[src/rtl/jtframe_dwnld_banks.sv]
`default_nettype none
`timescale 1ns/1ps
// ============================================================================
// Module      : jtframe_dwnld_banks
// Description : Routes the ioctl download byte stream to a multi-bank SDRAM
//               programming port through a small write FIFO. Bytes beyond
//               PROM_START are sent to a separate PROM write strobe instead.
// Revision    : 1.0 - initial release
// ============================================================================
module jtframe_dwnld_banks #(
    parameter int          BANKS      = 4,
    parameter logic [24:0] BA1_START  = 25'h10_0000,
    parameter logic [24:0] BA2_START  = 25'h20_0000,
    parameter logic [24:0] BA3_START  = 25'h30_0000,
    parameter logic [24:0] PROM_START = 25'h1FF_FFFF,
    parameter logic        SWAB       = 1'b0,
    parameter int          FIFO_AW    = 2
) (
    input  logic        clk,
    input  logic        rst_n,
    input  logic        downloading,
    input  logic [24:0] ioctl_addr,
    input  logic [7:0]  ioctl_data,
    input  logic        ioctl_wr,
    output logic [21:0] prog_addr,
    output logic [15:0] prog_data,
    output logic [1:0]  prog_mask,
    output logic [1:0]  prog_ba,
    output logic        prog_we,
    input  logic        prog_rdy,
    output logic        prom_we,
    output logic [24:0] prom_addr,
    output logic [7:0]  prom_data,
    output logic        dwnld_busy,
    output logic        overflow
);

    // FIFO entry layout: {bank[1:0], word address[21:0], byte[7:0], mask[1:0]}
    localparam int c_depth   = 1 << FIFO_AW;
    localparam int c_entry_w = 34;

    typedef enum logic [0:0] {
        S_IDLE = 1'b0,
        S_WAIT = 1'b1
    } state_t;

    state_t                r_state;
    state_t                w_state_nxt;
    logic                  w_load;

    logic [1:0]            w_bank;
    logic [24:0]           w_base;
    logic [24:0]           w_off;
    logic [1:0]            w_mask;
    logic                  w_is_prom;
    logic                  w_push_req;
    logic                  w_prom_req;
    logic                  w_push;
    logic                  w_pop;
    logic                  w_drop;
    logic                  w_empty;
    logic                  w_full;
    logic [c_entry_w-1:0]  w_entry;
    logic [c_entry_w-1:0]  w_head;
    logic                  w_unused;

    logic [c_entry_w-1:0]  r_mem [0:c_depth-1];
    logic [FIFO_AW:0]      r_wr_ptr;
    logic [FIFO_AW:0]      r_rd_ptr;
    logic                  r_dl_prev;
    logic                  r_overflow;
    logic                  r_prom_we;
    logic [24:0]           r_prom_addr;
    logic [7:0]            r_prom_data;
    logic [21:0]           r_prog_addr;
    logic [15:0]           r_prog_data;
    logic [1:0]            r_prog_mask;
    logic [1:0]            r_prog_ba;

    // Bank decode: later (higher) banks override earlier matches
    always_comb begin
        w_bank = 2'd0;
        w_base = 25'd0;
        if (BANKS > 1 && ioctl_addr >= BA1_START) begin
            w_bank = 2'd1;
            w_base = BA1_START;
        end
        if (BANKS > 2 && ioctl_addr >= BA2_START) begin
            w_bank = 2'd2;
            w_base = BA2_START;
        end
        if (BANKS > 3 && ioctl_addr >= BA3_START) begin
            w_bank = 2'd3;
            w_base = BA3_START;
        end
    end

    assign w_off      = ioctl_addr - w_base;
    assign w_mask     = (w_off[0] ^ SWAB) ? 2'b01 : 2'b10;
    assign w_entry    = {w_bank, w_off[22:1], ioctl_data, w_mask};
    assign w_unused   = &{1'b0, w_off[24:23]};

    assign w_is_prom  = ioctl_addr >= PROM_START;
    assign w_push_req = ioctl_wr & downloading & ~w_is_prom;
    assign w_prom_req = ioctl_wr & downloading & w_is_prom;

    // Full when the pointers differ only in their wrap bit
    assign w_empty    = (r_wr_ptr == r_rd_ptr);
    assign w_full     = (r_wr_ptr[FIFO_AW] != r_rd_ptr[FIFO_AW]) &&
                        (r_wr_ptr[FIFO_AW-1:0] == r_rd_ptr[FIFO_AW-1:0]);

    // The head entry stays in the FIFO until the controller acknowledges it,
    // so a pop frees a slot for a push arriving in the same cycle.
    assign w_pop      = (r_state == S_WAIT) & prog_rdy;
    assign w_push     = w_push_req & (~w_full | w_pop);
    assign w_drop     = w_push_req & w_full & ~w_pop;
    assign w_head     = r_mem[r_rd_ptr[FIFO_AW-1:0]];

    // FIFO storage, no reset needed as validity is tracked by the pointers
    always_ff @(posedge clk) begin
        if (w_push) begin
            r_mem[r_wr_ptr[FIFO_AW-1:0]] <= w_entry;
        end
    end

    // FIFO pointers with natural wrap
    always_ff @(posedge clk or negedge rst_n) begin
        if (!rst_n) begin
            r_wr_ptr <= '0;
            r_rd_ptr <= '0;
        end else begin
            if (w_push) r_wr_ptr <= r_wr_ptr + 1'b1;
            if (w_pop)  r_rd_ptr <= r_rd_ptr + 1'b1;
        end
    end

    // Sticky overflow flag, cleared when a new download window opens
    always_ff @(posedge clk or negedge rst_n) begin
        if (!rst_n) begin
            r_dl_prev  <= 1'b0;
            r_overflow <= 1'b0;
        end else begin
            r_dl_prev <= downloading;
            if (w_drop) begin
                r_overflow <= 1'b1;
            end else if (downloading && !r_dl_prev) begin
                r_overflow <= 1'b0;
            end
        end
    end

    // PROM-region bytes leave as a registered one-cycle strobe
    always_ff @(posedge clk or negedge rst_n) begin
        if (!rst_n) begin
            r_prom_we   <= 1'b0;
            r_prom_addr <= '0;
            r_prom_data <= '0;
        end else begin
            r_prom_we <= w_prom_req;
            if (w_prom_req) begin
                r_prom_addr <= ioctl_addr - PROM_START;
                r_prom_data <= ioctl_data;
            end
        end
    end

    // FSM state register
    always_ff @(posedge clk or negedge rst_n) begin
        if (!rst_n) begin
            r_state <= S_IDLE;
        end else begin
            r_state <= w_state_nxt;
        end
    end

    // FSM next state: issue the head entry, then hold until acknowledged
    always_comb begin
        w_state_nxt = r_state;
        w_load      = 1'b0;
        case (r_state)
            S_IDLE: begin
                if (!w_empty) begin
                    w_state_nxt = S_WAIT;
                    w_load      = 1'b1;
                end
            end
            S_WAIT: begin
                if (prog_rdy) begin
                    w_state_nxt = S_IDLE;
                end
            end
            default: w_state_nxt = S_IDLE;
        endcase
    end

    // Programming port registers, loaded once per write and held during WAIT
    always_ff @(posedge clk or negedge rst_n) begin
        if (!rst_n) begin
            r_prog_ba   <= '0;
            r_prog_addr <= '0;
            r_prog_data <= '0;
            r_prog_mask <= '0;
        end else if (w_load) begin
            r_prog_ba   <= w_head[33:32];
            r_prog_addr <= w_head[31:10];
            r_prog_data <= {2{w_head[9:2]}};
            r_prog_mask <= w_head[1:0];
        end
    end

    assign prog_we    = (r_state == S_WAIT);
    assign prog_ba    = r_prog_ba;
    assign prog_addr  = r_prog_addr;
    assign prog_data  = r_prog_data;
    assign prog_mask  = r_prog_mask;
    assign prom_we    = r_prom_we;
    assign prom_addr  = r_prom_addr;
    assign prom_data  = r_prom_data;
    assign overflow   = r_overflow;
    assign dwnld_busy = downloading | ~w_empty | (r_state != S_IDLE);

endmodule
`default_nettype wire

[config.mk]
export PLATFORM = sky130hd
export DESIGN_NAME = jtframe_dwnld_banks
export DESIGN_NICKNAME = d
export VERILOG_FILES = /design/src/rtl/jtframe_dwnld_banks.sv
export SDC_FILE = /design/constraint.sdc
export NUM_CORES = 1
export LEC_CHECK = 0
export BUFFER_PORTS_ARGS = -buffer_cell sky130_fd_sc_hd__buf_4
export CAP_MARGIN = 5
export CELL_PAD_IN_SITES_DETAIL_PLACEMENT = 1
export CELL_PAD_IN_SITES_GLOBAL_PLACEMENT = 1
export CORE_UTILIZATION = 51
export CTS_BUF_LIST = sky130_fd_sc_hd__clkbuf_2 sky130_fd_sc_hd__clkbuf_4 sky130_fd_sc_hd__clkbuf_8
export CTS_CLUSTER_DIAMETER = 30
export CTS_CLUSTER_SIZE = 16
export DETAILED_ROUTE_END_ITERATION = 6
export MAX_ROUTING_LAYER = met4
export PLACE_DENSITY_LB_ADDON = 0.2
export RECOVER_POWER = 25
export SETUP_SLACK_MARGIN = 0.1
export SLEW_MARGIN = 20
export SYNTH_ARGS = -nofsm -noshare
export SYNTH_HDL_FRONTEND = slang
export SYNTH_SLANG_ARGS = --single-unit
[constraint.sdc]
create_clock -name clk -period 4.98 [get_ports clk]
set_input_delay 0.498 -clock clk [delete_from_list [all_inputs] [get_ports clk]]
set_output_delay 0.498 -clock clk [all_outputs]
set_load 0.03 [all_outputs]
==> metrics <==
largest area contributor in the netlist edfxtp_1; worst setup path category register to register; CTS Buffer Depth 3; initial antenna violation count 0; H-tree depth 2; total negative slack 0 ns; Fmax 0.305 GHz; First-pass DRT Iterations 4; hold_ws -0.00581 ns; Synth cell types 40; P_leak 3.86 nW; die area 0.0166 sq mm; share of cells above drive strength 1 41.8%; Yosys top cell area share 49.6%; Hold Vio Cnt, Final 6; clk slew on worst S/H paths 0.07 ns; postcts setup bufs 0; Port Buf Inserts 116; Slew Limit Fails 0; area grow syn2layout 21.8%; DR vias 4,414; power per cell area 608 mW/mm^2; leading cell types by total area after synthesis edfxtp_1 50%, dfrtp_1 23%, mux4_2 9.3%; violated checks negative hold slack; DR WL/cell 21.9 microns; Worst EP arrival 3.41 ns; Routed Antenna Nets 0; # IOs 117; #FFs+latches synth 213; post-synthesis cell area 0.00823 sq mm; unrepaired setup endpoints after global routing no; Final min period 3.28 ns; HP Class primary input to async pin; cell count after synthesis 426; Least-Margin Pin Slew 0.970 ns; All-Layer GR Usage 23.5%; clock sinks 213; hpwl dp 10,800 microns; syn_nets 473; grt total ovfl 0; DRC 0; Final #Nets 605; yosys warns 0; commonest non-fill, non-tap cells in the layout 136 x edfxtp_1, 91 x buf_4, 75 x dfrtp_1; antenna cells 0; CTS tree built; Total Routed Length 17,600 microns; max_slew headroom 34.9%; Final period util 65.9%; latest clock arrival within the worst-skew pair 0.52 ns; DR iter-0 viols 278; Root Driver clkbuf_8; standard-cell rows 46; vias per std cell 5.49; most common cell after layout, fill and taps aside edfxtp_1; area of the multi-input gates 0.00202 sq mm; Final Setup Violations 0; CTS buffer count 38; Finished Core Util 63.3%; CP max FO 37; Worst Clk Skew 0.0211 ns; worst vdd rail ir drop 0.272 mV; Die Ht 129 microns; register area share after synthesis 73.0%; cts hold-fix bufs 0; CP Capture Type register; Sequential Area 0.00601 sq mm; Max-Cap Viols 0; status finished, violations left; maximum number of pins on one net before global-route repair 78; WP data required 5.10 ns; vias in the first global route 4,745; die width 129 microns; Starting Density 52.0%; post-CTS sizing 0; global-route wire length before repair 27,800 microns; fillcell total 1,430; CORE AREA 0.0158 sq mm; Mapped Avg Cell Area 19.3 sq um; Final Wtd Congestion 0.753; startpoint types register
-- layout make-up --
| class | instances | area share [%] |
|---|---|---|
| clock buffers | 48 | 6.28 |
| clock inverters | 22 | 2.48 |
| inverters | 11 | 0.412 |
| multi-input cells | 173 | 20.1 |
| flip-flops and latches | 213 | 60.0 |
| well taps | 216 | 2.70 |
| repair buffers | 121 | 8.01 |
-- final timing paths --
path / start / endpoint / slack (ns) / cells past startpoint
setup / recovery: r_rd_ptr[1] / r_mem[0][33] / 1.70 / 4
hold reg to reg: prom_data[5] / prom_data[5] / 0.49 / 1
max in group asynchronous: rst_n / r_rd_ptr[1] / 4.37 / 1
hold / removal: rst_n / prog_addr[13] / -0.006 / 1
setup reg to reg: r_rd_ptr[1] / r_mem[0][33] / 1.70 / 4
min in group clk: downloading / r_dl_prev / 0.15 / 1
-- logic make-up after synthesis --
family | Yosys count | synth area share (%)
buffers and inverters | 40 | 2.77
flip-flops | 213 | 73.0
XOR/XNOR | 9 | 0.958
AND/OR/NAND/NOR | 31 | 2.46
adder cells (fa/ha/maj) | 9 | 1.46
multiplexers | 81 | 15.7
AO/OA/AOI/OAI | 43 | 3.57
-- critical path, cell delays in order, from the launching register on --
cell     delay, ns
dfrtp_2       0.98
xnor2_1       0.34
a41o_1        0.31
a21oi_1       0.38
and2_2        0.87
-- power breakdown --
part	internal [W]	switching (W)	leakage (nW)
registers	0.00222	0.000216	2.21
clock network	0.00107	0.000767	0.443
logic	0.000836	0.000985	1.21
-- cells in the mapped netlist, drive strengths merged --
library cell    n
a211oi          1
a21oi           2
a22o            1
a31oi          25
a41o            1
and2            3
and3            1
buf            22
clkbuf          7
dfrtp          77
edfxtp        136
fa              1
ha              8
inv            11
mux2           47
mux4           34
nand2           3
nand2b          1
nand3           4
nand3b          1
nand4           5
nand4b          1
nor2            2
nor2b           1
nor3            1
nor4            2
o21a           12
o21ai           1
or3             4
or4             2
xnor2           7
xor2            2
-- routing by layer --
layer,global-route usage [%],up-vias,wire [microns]
li1,-,1938,-
met3,5.04,24,873
met5,-,-,0
met2,38.1,136,9110
met4,6.16,0,242
met1,30.4,2316,7380
-- per-stage QoR --
step	area [sq um]	instances	setup WS (ns)	power, W
floorplan	8230	426	0.818	0.00373
global placement	9250	734	1.85	0.00424
detailed placement	9250	734	1.71	0.00432
CTS	10100	804	1.60	0.00618
global route	10000	804	1.46	0.00637
finish	10000	804	1.70	0.00609
-- registers in the layout, summed over array words and instances (netlist names) --
name,flops
prog_data,8
prog_ba,2
r_dl_prev,1
prog_addr,22
prog_mask,2
r_wr_ptr,3
prom_we,1
prom_addr,25
prom_data,8
prog_we,1
overflow,1
r_mem,136
r_rd_ptr,3
(Power assumes the default switching activity.)
